**src/rtl/load_store_unit.sv**
```systemverilog
// Load/store unit: single-outstanding initiator between the RV32I execute stage
// and the byte-lane data memory / MMIO block. A request is checked at accept.
// A good request drives one write strobe (store) or one registered read (load).
// A bad request skips memory entirely. Every accepted request ends in exactly
// one rsp_valid pulse.
module load_store_unit #(
    parameter int RAM_ADDR_BITS = 13
) (
    input  logic        clk,
    input  logic        rst,
    input  logic        req_valid,
    output logic        req_ready,
    input  logic        req_is_store,
    input  logic [2:0]  req_funct3,
    input  logic [31:0] req_addr,
    input  logic [31:0] req_wdata,
    output logic        rsp_valid,
    output logic [31:0] rsp_data,
    output logic        rsp_fault,
    output logic [1:0]  rsp_cause,
    output logic        write_mem,
    output logic [2:0]  funct3,
    output logic [31:0] write_address,
    output logic [31:0] write_data,
    output logic [31:0] read_address,
    input  logic [31:0] read_data
);

    typedef enum logic [2:0] {
        S_IDLE,
        S_STORE,
        S_LOAD,
        S_LOAD_WAIT,
        S_RESP
    } state_t;

    localparam logic [1:0] CAUSE_NONE      = 2'b00;
    localparam logic [1:0] CAUSE_MISALIGN  = 2'b01;
    localparam logic [1:0] CAUSE_ACCESS    = 2'b10;
    localparam logic [1:0] CAUSE_ILLEGAL   = 2'b11;

    state_t      state_q, state_d;
    logic [2:0]  funct3_q, funct3_d;
    logic [31:0] addr_q, addr_d;
    logic [31:0] wdata_q, wdata_d;
    logic [31:0] rsp_data_q, rsp_data_d;
    logic        rsp_fault_q, rsp_fault_d;
    logic [1:0]  rsp_cause_q, rsp_cause_d;

    logic        accept;
    logic        illegal, misaligned, access_err;
    logic [1:0]  chk_cause;
    logic [31-RAM_ADDR_BITS:0] addr_hi;

    // Request checks on the incoming request, evaluated combinationally so the
    // fault decision is made on the accept edge itself.
    always_comb begin
        addr_hi    = req_addr[31:RAM_ADDR_BITS];
        illegal    = 1'b0;
        misaligned = 1'b0;
        access_err = !((addr_hi == '0) || (&addr_hi));
        if (req_is_store) begin
            illegal = (req_funct3[2] == 1'b1) || (req_funct3[1:0] == 2'b11);
        end else begin
            illegal = (req_funct3 == 3'b011) || (req_funct3 == 3'b110) ||
                      (req_funct3 == 3'b111);
        end
        // funct3[1:0] gives access size for both loads and stores once legal.
        if (req_funct3[1:0] == 2'b01) begin
            misaligned = req_addr[0];
        end else if (req_funct3[1:0] == 2'b10) begin
            misaligned = (req_addr[1:0] != 2'b00);
        end
        if (illegal) begin
            chk_cause = CAUSE_ILLEGAL;
        end else if (misaligned) begin
            chk_cause = CAUSE_MISALIGN;
        end else if (access_err) begin
            chk_cause = CAUSE_ACCESS;
        end else begin
            chk_cause = CAUSE_NONE;
        end
    end

    // Ready is gated by rst as well so nothing can be accepted while reset is held.
    assign req_ready = (state_q == S_IDLE) && !rst;
    assign accept    = req_valid && req_ready;

    // Next-state, request latch and response register updates.
    always_comb begin
        state_d     = state_q;
        funct3_d    = funct3_q;
        addr_d      = addr_q;
        wdata_d     = wdata_q;
        rsp_data_d  = rsp_data_q;
        rsp_fault_d = rsp_fault_q;
        rsp_cause_d = rsp_cause_q;
        unique case (state_q)
            S_IDLE: begin
                if (accept) begin
                    funct3_d = req_funct3;
                    addr_d   = req_addr;
                    wdata_d  = req_wdata;
                    if (chk_cause != CAUSE_NONE) begin
                        // Response fields change only on entry to RESP, so the
                        // previous result stays visible until this pulse.
                        state_d     = S_RESP;
                        rsp_data_d  = 32'h0;
                        rsp_fault_d = 1'b1;
                        rsp_cause_d = chk_cause;
                    end else if (req_is_store) begin
                        state_d = S_STORE;
                    end else begin
                        state_d = S_LOAD;
                    end
                end
            end
            S_STORE: begin
                state_d     = S_RESP;
                rsp_data_d  = 32'h0;
                rsp_fault_d = 1'b0;
                rsp_cause_d = CAUSE_NONE;
            end
            S_LOAD: begin
                state_d = S_LOAD_WAIT;
            end
            S_LOAD_WAIT: begin
                state_d     = S_RESP;
                rsp_data_d  = read_data;
                rsp_fault_d = 1'b0;
                rsp_cause_d = CAUSE_NONE;
            end
            S_RESP: begin
                state_d = S_IDLE;
            end
            default: begin
                state_d = S_IDLE;
            end
        endcase
    end

    // State and datapath registers; reset aborts any in-flight request at once.
    always_ff @(posedge clk or posedge rst) begin
        if (rst) begin
            state_q     <= S_IDLE;
            funct3_q    <= 3'b000;
            addr_q      <= 32'h0;
            wdata_q     <= 32'h0;
            rsp_data_q  <= 32'h0;
            rsp_fault_q <= 1'b0;
            rsp_cause_q <= CAUSE_NONE;
        end else begin
            state_q     <= state_d;
            funct3_q    <= funct3_d;
            addr_q      <= addr_d;
            wdata_q     <= wdata_d;
            rsp_data_q  <= rsp_data_d;
            rsp_fault_q <= rsp_fault_d;
            rsp_cause_q <= rsp_cause_d;
        end
    end

    // Strobes decode straight from the state register. write_mem therefore
    // falls as soon as an asynchronous reset clears the state.
    assign write_mem     = (state_q == S_STORE);
    assign rsp_valid     = (state_q == S_RESP);
    assign rsp_data      = rsp_data_q;
    assign rsp_fault     = rsp_fault_q;
    assign rsp_cause     = rsp_cause_q;
    assign funct3        = funct3_q;
    assign write_address = addr_q;
    assign read_address  = addr_q;
    assign write_data    = wdata_q;

endmodule

```
**config.mk**
```make
export PLATFORM = sky130hd
export DESIGN_NAME = load_store_unit
export DESIGN_NICKNAME = d
export VERILOG_FILES = /design/src/rtl/load_store_unit.sv
export SDC_FILE = /design/constraint.sdc
export NUM_CORES = 1
export LEC_CHECK = 0
export ABC_AREA = 1
export ABC_CLOCK_PERIOD_IN_PS = 9250
export BUFFER_PORTS_ARGS = -buffer_cell sky130_fd_sc_hd__clkbuf_2
export CAP_MARGIN = 15
export CORE_AREA = 2 2 119 121
export DETAILED_ROUTE_END_ITERATION = 10
export DIE_AREA = 0 0 121 123
export HOLD_SLACK_MARGIN = 0.02
export PLACE_DENSITY = 0.72
export SYNTH_ARGS = -nofsm -noshare
export SYNTH_HDL_FRONTEND = slang
export SYNTH_SLANG_ARGS = --single-unit
```
**constraint.sdc**
```tcl
create_clock -name clk -period 9.25 [get_ports clk]
set_clock_uncertainty 0.05 [all_clocks]
set_input_delay 0.4625 -clock clk [delete_from_list [all_inputs] [get_ports clk]]
set_output_delay 0.4625 -clock clk [all_outputs]
set_load 0.02 [all_outputs]
```
==> summary.md <==
| Metric | Value |
|---|---|
| Die ar. | `14900 µm²` |
| Initial core utilization | `34.5%` |
| CTS tree | `yes` |
| Detailed Place HPWL | `8570 µm` |
| Area grow syn2layout | `29.1%` |
| Yosys Warn Count | `0` |
| WP data arrival | `2.83 ns` |
| Post-CTS Hold Buffers | `0` |
| Share of power burned in registers | `42.4%` |
| Syn nets | `638` |
| Initial antenna violation count | `0` |
| Leakage | `3.57 nW` |
| Tightest Pin Transition | `0.995 ns` |
| Via count | `4031` |
| Fill cells | `1388` |
| Post-Syn Area | `4700 µm²` |
| Synth Area per Inst | `8.78 µm²` |
| Final #Nets | `836` |
| Count of final setup violators | `0` |
| H-tree lvl count | `3` |
| Maximum fanout along the worst path | `67` |
| Comb pwr share | `28.0%` |
| CTS Buf Count | `9` |
| Die Y | `123 µm` |
| DRC Markers | `0` |
| Clock share of power | `29.7%` |
| Unrepaired setup endpoints after global routing | `false` |
| Final hold vios | `0` |
| Share of cells above drive strength 1 | `40.2%` |
| Sw Share | `35.4%` |
| Clock buffer depth | `2` |
| Period utilisation layout | `28.1%` |
| Slew margin rel. | `33.5%` |
| Root Driver | `clkbuf_16` |
| Library cells used by synthesis | `24` |
| Power per Cell Area | `227 nW/µm²` |
| R2R Path Start | `state_q[0]` |
| Die Width | `121 µm` |
| Most common cell after layout, fill and taps aside | `nand2_1` |
| Vias per cell | `4.39` |
| Worst-path clk slew | `0.07 ns` |
| Max rail drop VDD | `0.115 mV` |
| Largest net degree at the start of global routing | `72` |
| # IOs | `240` |
| Crit path largest cell delay | `0.81 ns` |
| Crit-path cells | `inv_2, nand2_2, nor2_4, nand2_4, clkinv_2, nand3_4, nand3_1, nand2_1` |
| Antenna-violating nets left | `0` |
| Core area | `13600 µm²` |
| CP required | `9.48 ns` |
| CP Launch Type | `flip-flop` |
| Gr usage total | `16.1%` |
| WS Path Type | `flip-flop to flip-flop` |
| Site Rows | `43` |
| CTS resizes | `0` |
| Crit path max-delay family | `simple AND/OR/NAND/NOR gates` |
| Clk sink count | `105` |
| Mapped Cells | `535` |
| Setup TNS | `0 ns` |
| WHS | `0.106 ns` |
| Synth Register Bits | `105` |
| Drt pass-1 iters | `4` |
| Number of global-route vias before repair | `3826` |
| Fin area | `6060 µm²` |
| First-pass GRT wire length | `18700 µm` |
| Final-report max-slew violation count | `0` |
| Ant. Diodes | `0` |
| Post-CTS Setup Bufs | `0` |
| Grt ovf | `0` |
| Total routed wirelength | `11700 µm` |
| Share of the yosys chip area belonging to registers | `55.9%` |
| Status | `finished clean` |
| HP Class | `primary input to asynchronous set/reset pin` |
| 1st-iter DRT viols | `159` |
| Commonest non-fill, non-tap cells in the layout | `nand2_1 (285), clkbuf_2 (239), dfrtp_1 (105)` |
| GP Congestion | `0.787` |
| Drt wl/cell | `12.7 µm` |
| Fin util | `44.6%` |
| Fmax | `385 MHz` |
| Critical Path End Type | `flip-flop` |
| Max_cap viols | `0` |
| DP Area | `5740 µm²` |
| Worst setup path start | `state_q[0]` |
| CP bufs+invs | `2` |
| Worst path slowest cell | `nand3_4` |
| NetSw | `0.487 mW` |
| Post-layout min period | `2.60 ns` |
| # port buffers | `239` |
| Internal Power | `0.890 mW` |
| Clk Latency, worst-skew pair | `0.34 ns` |
logic make-up (layout without fill, tap and decap cells):
kind of cell    count (synthesis)  after routing  synth area share, %
flops                         105            105                 55.9
compound gates                  8              8                0.852
simple gates                  354            354                 33.4
buf+inv                        67            270                 9.61
xor+xnor                        1              1                0.186
Yosys cell counts (all sizes together):
library cell	count	area share, %
nand2	288	23
dfrtp	105	56
buf	45	7.8
nand3	39	7.5
nor2	19	1.7
clkbuf	10	0.80
inv	10	0.80
o21ai	5	0.53
nand4	4	0.53
nor3	4	0.43
a21oi	3	0.32
clkinv	2	0.19
xor2	1	0.19
layout make-up:
cell class                 instances  area [µm²]  area share (%)
sequential                       105        2630            43.3
timing repair buffer             242        1220            20.1
clock buffer                       9         225            3.71
inverter                          12        48.8           0.805
clock inverter                     7        95.1            1.57
multi-input combinational        363        1620            26.8
tap                              180         225            3.71
layer usage:
layer / routed length (µm) / GRT usage (%) / vias up / part of all wire, %
met1: 5120 / 21.0 / 1862 / 44
li1: - / - / 2013 / -
met5: 0 / 0 / - / 0
met3: 858 / 4.98 / 12 / 7.3
met2: 5520 / 25.8 / 144 / 47
met4: 187 / 5.23 / 0 / 1.6
state kept, by name (all words and copies together), names as in the netlist:
register and flops:
rsp_cause 2, rsp_data 32, read_address 32, write_data 32
rsp_fault 1, funct3 3, state_q 3
path summary, 6_finish.rpt:
kind / end / slack (ns) / depth (start not counted)
worst max-delay path: rsp_cause[0] / 6.65 / 8
worst min-delay path: write_data[30] / 0.11 / 2
worst max register to register: rsp_cause[0] / 6.65 / 8
worst min register to register: funct3[2] / 0.43 / 2
max in group asynchronous: rsp_cause[0] / 7.79 / 3
min in group clk: write_data[2] / 0.26 / 3
power groups by stage:
| stage | Sequential (mW) | Clock (mW) | Combinational, mW |
|---|---|---|---|
| floorplan | 0.673 | 0 | 0.196 |
| global placement | 0.590 | 0 | 0.387 |
| detailed placement | 0.591 | 0 | 0.393 |
| CTS | 0.585 | 0.422 | 0.392 |
| global route | 0.594 | 0.445 | 0.420 |
| finish | 0.583 | 0.409 | 0.385 |
stage by stage:
| step | cells | setup WS, ns | power, mW |
|---|---|---|---|
| floorplan | 535 | 5.98 | 0.869 |
| global placement | 902 | 6.59 | 0.977 |
| detailed placement | 902 | 6.53 | 0.983 |
| CTS | 918 | 6.56 | 1.40 |
| global route | 918 | 6.23 | 1.46 |
| finish | 918 | 6.65 | 1.38 |
worst register-to-register path: stages (launching register included):
cell      delay (ns)
dfrtp_1         0.41
inv_2           0.07
nand2_2         0.14
nor2_4          0.05
nand2_4         0.06
clkinv_2        0.68
nand3_4         0.83
nand3_1         0.17
nand2_1         0.09
(Power assumes the default switching activity.)
